### config.mk
export PLATFORM = sky130hd
export DESIGN_NAME = alu_result_stage
export DESIGN_NICKNAME = d
export VERILOG_FILES = /design/src/rtl/alu_result_stage.sv
export SDC_FILE = /design/constraint.sdc
export NUM_CORES = 1
export LEC_CHECK = 0
export CAP_MARGIN = 20
export CORE_MARGIN = 3
export CORE_UTILIZATION = 40
export CTS_BUF_LIST = sky130_fd_sc_hd__clkbuf_2 sky130_fd_sc_hd__clkbuf_4 sky130_fd_sc_hd__clkbuf_8
export DETAILED_ROUTE_END_ITERATION = 10
export PLACE_DENSITY = 0.71
export SETUP_SLACK_MARGIN = 0.3
export SKIP_CTS_REPAIR_TIMING = 1
export SYNTH_ARGS = -nofsm -noshare
export SYNTH_HDL_FRONTEND = slang
export SYNTH_SLANG_ARGS = --single-unit
### constraint.sdc
create_clock -name clk -period 1.8 [get_ports clk]
set_input_delay 0.36 -clock clk [delete_from_list [all_inputs] [get_ports clk]]
set_output_delay 0.36 -clock clk [all_outputs]
set_load 0.03 [all_outputs]
### src/rtl/alu_result_stage.sv
// alu_result_stage: 2-entry skid buffer between ALU and register file, owning the status flags
module alu_result_stage #(
  parameter int DW = 32,
  parameter int AW = 5
) (
  input  logic          clk,
  input  logic          rst_n,
  input  logic          flush,
  input  logic          in_valid,
  output logic          in_ready,
  input  logic [DW-1:0] in_f,
  input  logic          in_z,
  input  logic          in_v,
  input  logic          in_n,
  input  logic          in_c,
  input  logic [AW-1:0] in_da,
  input  logic          in_rw,
  input  logic          in_ls,
  output logic          out_valid,
  input  logic          out_ready,
  output logic [DW-1:0] out_f,
  output logic [AW-1:0] out_da,
  output logic          out_rw,
  output logic          st_z,
  output logic          st_v,
  output logic          st_n,
  output logic          st_c
);
  // entry layout: {f, z, v, n, c, da, rw, ls}
  localparam int PW = DW + AW + 6;
  logic [PW-1:0] main_q, skid_q, in_p;
  logic main_valid, skid_valid, in_fire, out_fire;
  logic [3:0] st;
  assign in_p = {in_f, in_z, in_v, in_n, in_c, in_da, in_rw, in_ls};
  assign in_ready = ~skid_valid;
  assign out_valid = main_valid;
  assign in_fire = in_valid & ~skid_valid;
  assign out_fire = main_valid & out_ready;
  assign out_f = main_q[PW-1 -: DW];
  assign out_da = main_q[AW+1:2];
  assign out_rw = main_q[1];
  assign {st_z, st_v, st_n, st_c} = st;
  always_ff @(posedge clk or negedge rst_n) begin
    if (!rst_n) begin
      main_q <= '0;
      skid_q <= '0;
      main_valid <= 1'b0;
      skid_valid <= 1'b0;
      st <= '0;
    end else if (flush) begin
      main_valid <= 1'b0;
      skid_valid <= 1'b0;
    end else begin
      if (out_fire && main_q[0]) st <= main_q[AW+5:AW+2];
      if (!main_valid || out_fire) begin
        if (skid_valid) begin
          main_q <= skid_q;
          main_valid <= 1'b1;
          skid_valid <= 1'b0;
        end else begin
          main_valid <= in_fire;
          if (in_fire) main_q <= in_p;
        end
      end else if (in_fire) begin
        skid_q <= in_p;
        skid_valid <= 1'b1;
      end
    end
  end
endmodule

### Word-level counts from Yosys, hierarchy flattened

Index checks and enable logic that the tools add are counted.

| cells by class | value |
|---|---|
| $add $sub $neg | 0 |
| multipliers | 0 |
| divide/modulo/power cells | 0 |
| magnitude comparators | 0 |
| equal/unequal tests | 0 |
| shift-type cells | 0 |
| mux-type cells | 8 |
| bitwise gates (word level) | 5 |
| reductions and logical operators | 9 |

Operators with widths:

| operator | count |
|---|---|
| $mux W43 | 2 |
| $mux W1 | 6 |
| $reduce_and A3 Y1 | 2 |
| $reduce_bool A2 Y1 | 2 |
| $not A1 Y1 | 3 |
| $reduce_bool A3 Y1 | 1 |
| $and A1 B1 Y1 | 2 |
| $reduce_and A2 Y1 | 1 |
| $logic_and A1 B1 Y1 | 1 |
| $logic_not A1 Y1 | 1 |
| $logic_or A1 B1 Y1 | 1 |

| word-level totals | value |
|---|---|
| flip-flop bits (word level) | 92 |
| bits in latches | 0 |
| RAM bits | 0 |
| memory bits (read-only) | 0 |
| bits of input ports | 48 |
| output and inout port bits | 44 |
| word-level logic and storage cells | 27 |
| memories kept | 0 |

### Logic depth before layout (Yosys ltp)

| logic depth | value |
|---|---|
| word-level depth | 5 |
| depth in mapped cells | 6 |

### Worst setup path before layout

No wires, ideal clock.

| timing path | value |
|---|---|
| kind | reg2reg |
| from | register main_valid (netlist: out_valid) |
| to | register main_q[0] |
| library setup time | 0.125 ns |
| arrival | 1.537 ns |
| required time | 1.675 ns |
| path slack | 0.138 ns |
| cell stages (with the launch flop) | 5 |
| clock period less this slack | 1.662 ns |
| cell sequence | dfrtp_1 > nor2b_1 > nor3_4 > buf_6 > mux2_2 |

| between the ends | value |
|---|---|
| cells in the longest elaborated chain, start to end | 3 |
| elaborated cells between the ends (all ways) | 4 |
| classes of those cells | bitwise: 1; reduce/logical: 3 |

RTL lines:

| element | line | source |
|---|---|---|
| start: declaration | 32 | `logic main_valid, skid_valid, in_fire, out_fire;` |
| start signal: assignment | 61 | `main_valid <= in_fire;` |
| $and A1 B1 Y1 / $logic_not A1 Y1 (equally long branches) | 38, 55 |  |
| $logic_or A1 B1 Y1 (*) | 55 | `if (!main_valid \|\| out_fire) begin` |
| $reduce_and A3 Y1 (no source line) (*) | n/a |  |
| end signal: assignment | 57 | `main_q <= skid_q;` |
| end signal: assignment | 62 | `if (in_fire) main_q <= in_p;` |
| end: declaration | 31 | `logic [PW-1:0] main_q, skid_q, in_p;` |

Mark *: on every way between the ends. The rest lies on a longest branch, timed or not.
A chain may end at the register's enable or synchronous reset.

### Worst setup path in the final report

| timing path | value |
|---|---|
| from | register skid_valid |
| to | register skid_q[18] |

| between the ends | value |
|---|---|
| cells in the longest elaborated chain, start to end | 3 |

RTL lines:

| element | line | source |
|---|---|---|
| start: declaration | 32 |  |
| start signal: assignment | 48 | `skid_valid <= 1'b0;` |
| start signal: assignment | 52 | `skid_valid <= 1'b0;` |
| start signal: assignment | 59 | `skid_valid <= 1'b0;` |
| $not A1 Y1 | 37 | `assign in_fire = in_valid & ~skid_valid;` |
| $and A1 B1 Y1 | 37 |  |
| $reduce_and A3 Y1 (no source line) | n/a |  |
| end signal: assignment | 65 | `skid_q <= in_p;` |
| end: declaration | 31 |  |

Every way passes these cells.

==> impl_metrics.ini <==
[timing]
whs_ns = 0.4409
post-route-period-util_pct = 89.52
fin_setup_tns_ns = 0
min_period_ns = 1.611
relSlewSlack_pct = 76.64
rsz0062_at_grt = true
clock_skew_ns = 0.01112
finalSetupViolCount = 0
slew_viol_final = 0
tightest_slew_ns = 0.3498
clock.fmax_mhz = 620.6
hold_viol_final = 0

[floorplan]
die_w_microns = 111.2
dieArea_sq_um = 12370
num_io_pins = 92
die_height_microns = 111.2
initial_core_util_pct = 41.95
rows = 37
core_area_sq_um = 10560

[placement]
port-buffer-count = 91
dp_hpwl_mm = 5.611
place_congestion = 0.7139
placed_cell_area_sq_um = 5261

[synth]
syn_inst = 286
synth_seq_cells = 92
synth-seq-area-share_pct = 51.99
muxShareOfSynthArea_pct = 37.21
syn_nets = 334
syn_area_sq_um = 4428
synth_top_family_by_area = multiplexers
synth_adder_area_share_pct = 0
avgSynthCellArea_sq_um = 15.48
yosys.area_share.simple_pct = 1.413
synth_cell_types = 16
synth_compound_area_share_pct = 0.1130
yosysWarnings = 0
synth-xor-area-share_pct = 0

[cells_and_area]
diodes = 0
final_cell_area_sq_um = 5708
syn_to_final_growth_pct = 28.91
num-fill-cells = 902
fin_nets = 406
drive_gt1_share_pct = 48.76
final_cell_mix = 90 x dfrtp_1, 88 x mux2_2, 45 x mux2_4, 45 x clkdlybuf4s50_1, 45 x dlymetal6s2s_1
mostFrequentLayoutCell = dfrtp_1

[routing]
dr.pass1.iters = 4
antenna_left = 0
drt_iter0_drc = 116
routedWlPerCell_microns = 17.45
drt-met1-wl_mm = 4.214
wl_met3_microns = 387
met2_length_mm = 4.012
vias_per_cell = 4.832
route.detailed.drc = 0
routed.top_layer = met4
vias = 2411
totalWireLength_mm = 8.710

[cts]
clock_sinks = 92
clk_latency_ns = 0.35
cts_max_level = 3
cts_buffers = 9
tritoncts = built
path_clk_slew_ns = 0.09
cts.path.max_buffers = 2
root_buffer = clkbuf_8

[setup_path]
required_ns = 2.04
worstSetupPathType = reg2reg
critPathLaunchType = register
critPathCaptureType = register
crit_arrival_ns = 1.85
worstPathMaxFanout = 6

[flow_run]
maxCapViolations = 0

[pwr]
combPwrFrac_pct = 30.1
p_leak_nw = 2.786
power.internal_mw = 4.113
switching_share_pct = 29.93
p_per_area_nw_per_um2 = 1028
power.switching_mw = 1.757
p_seq_share_pct = 47.7
power_frac_clock_pct = 22.1
irDropWorstVdd_mv = 0.6444
power_mw = 5.869

[global_route]
grt_use_total_pct = 13.68
grt_overflow = 0
grt_max_degree = 48
grt_pass1_vias = 2596
grt_pass1_wl_mm = 13.60
grt_antenna_before_repair = 0

[run_status]
status = finished clean

[hold_path]
hold_class = in2async
[area by class of cell]
| cell class | instances | area [sq um] | area share [%] |
|---|---|---|---|
| repair buffers | 112 | 1294 | 22.67 |
| well taps | 136 | 170.2 | 2.981 |
| clock inverters | 5 | 36.28 | 0.6357 |
| multi-input cells | 142 | 1748 | 30.62 |
| inverters | 1 | 3.754 | 0.06576 |
| clock buffers | 11 | 151.4 | 2.652 |
| flip-flops and latches | 92 | 2305 | 40.38 |
[registers in the layout, indices dropped and copies added (netlist names)]
register / count
skid_valid: 1
out_valid: 1
skid_q: 43
st: 4
main_q: 43
[logic make-up after synthesis]
family                 Yosys count
AO/OA/AOI/OAI                    1
flip-flops                      92
AND/OR/NAND/NOR                  8
buffers and inverters           52
multiplexers                   133
[critical path, cell delays in order, from the launching register on]
cell and delay [ns]:
dfrtp_2 0.48, nor2_2 0.13, and4b_4 0.31, buf_12 0.13, buf_6 0.15, mux2_4 0.30
[routing by layer]
layer	up-vias	global-route usage, %
met3	8	3.766
li1	1107	-
met1	1238	18.88
met4	0	4.136
met5	-	0
met2	58	21.03
[power by group through the flow]
| stage | Combinational [mW] | Sequential [mW] | Clock [mW] |
|---|---|---|---|
| floorplan | 1.25 | 2.84 | 0 |
| global placement | 1.74 | 2.82 | 0 |
| detailed placement | 1.78 | 2.84 | 0 |
| global route | 1.87 | 2.87 | 1.43 |
| CTS | 1.79 | 2.81 | 1.35 |
| finish | 1.77 | 2.80 | 1.30 |
[Yosys cell counts]
library cell | instances | area, sq um
mux2_2 | 93 | 1047
nor2_2 | 1 | 6.260
a21oi_1 | 1 | 5.000
dfrtp_1 | 92 | 2302
nand4b_1 | 1 | 8.760
nor2b_1 | 1 | 6.260
buf_6 | 9 | 101.4
nor3_4 | 1 | 16.27
and4b_1 | 1 | 10.01
nand2b_1 | 1 | 6.260
nor3_1 | 1 | 5.000
mux2_4 | 40 | 600.6
inv_1 | 1 | 3.750
buf_2 | 4 | 20.02
buf_4 | 38 | 285.3
nor2_1 | 1 | 3.750
[final timing paths]
| check | start | end | slack [ns] | cells after the start |
|---|---|---|---|---|
| max | skid_valid | skid_q[18] | 0.19 | 5 |
| min | rst_n | main_q[36] | 0.44 | 2 |
| max reg2reg | skid_valid | skid_q[18] | 0.19 | 5 |
| min reg2reg | skid_q[0] | skid_q[0] | 0.51 | 1 |
| max in group asynchronous | rst_n | main_q[6] | 0.81 | 3 |
| min in group clk | skid_q[0] | skid_q[0] | 0.51 | 1 |
[through the flow]
stage	cells	utilization (%)	worst slack (ns)
6_report	499	54.08	0.1886
5_1_grt	499	54.08	0.1383
4_1_cts	491	51.62	-0.1801
3_5_place_dp	475	49.85	-0.1753
3_3_place_gp	475	49.85	-0.1400
2_1_floorplan	286	-	0.2020
Note: power is estimated with default switching activity, not from simulation.
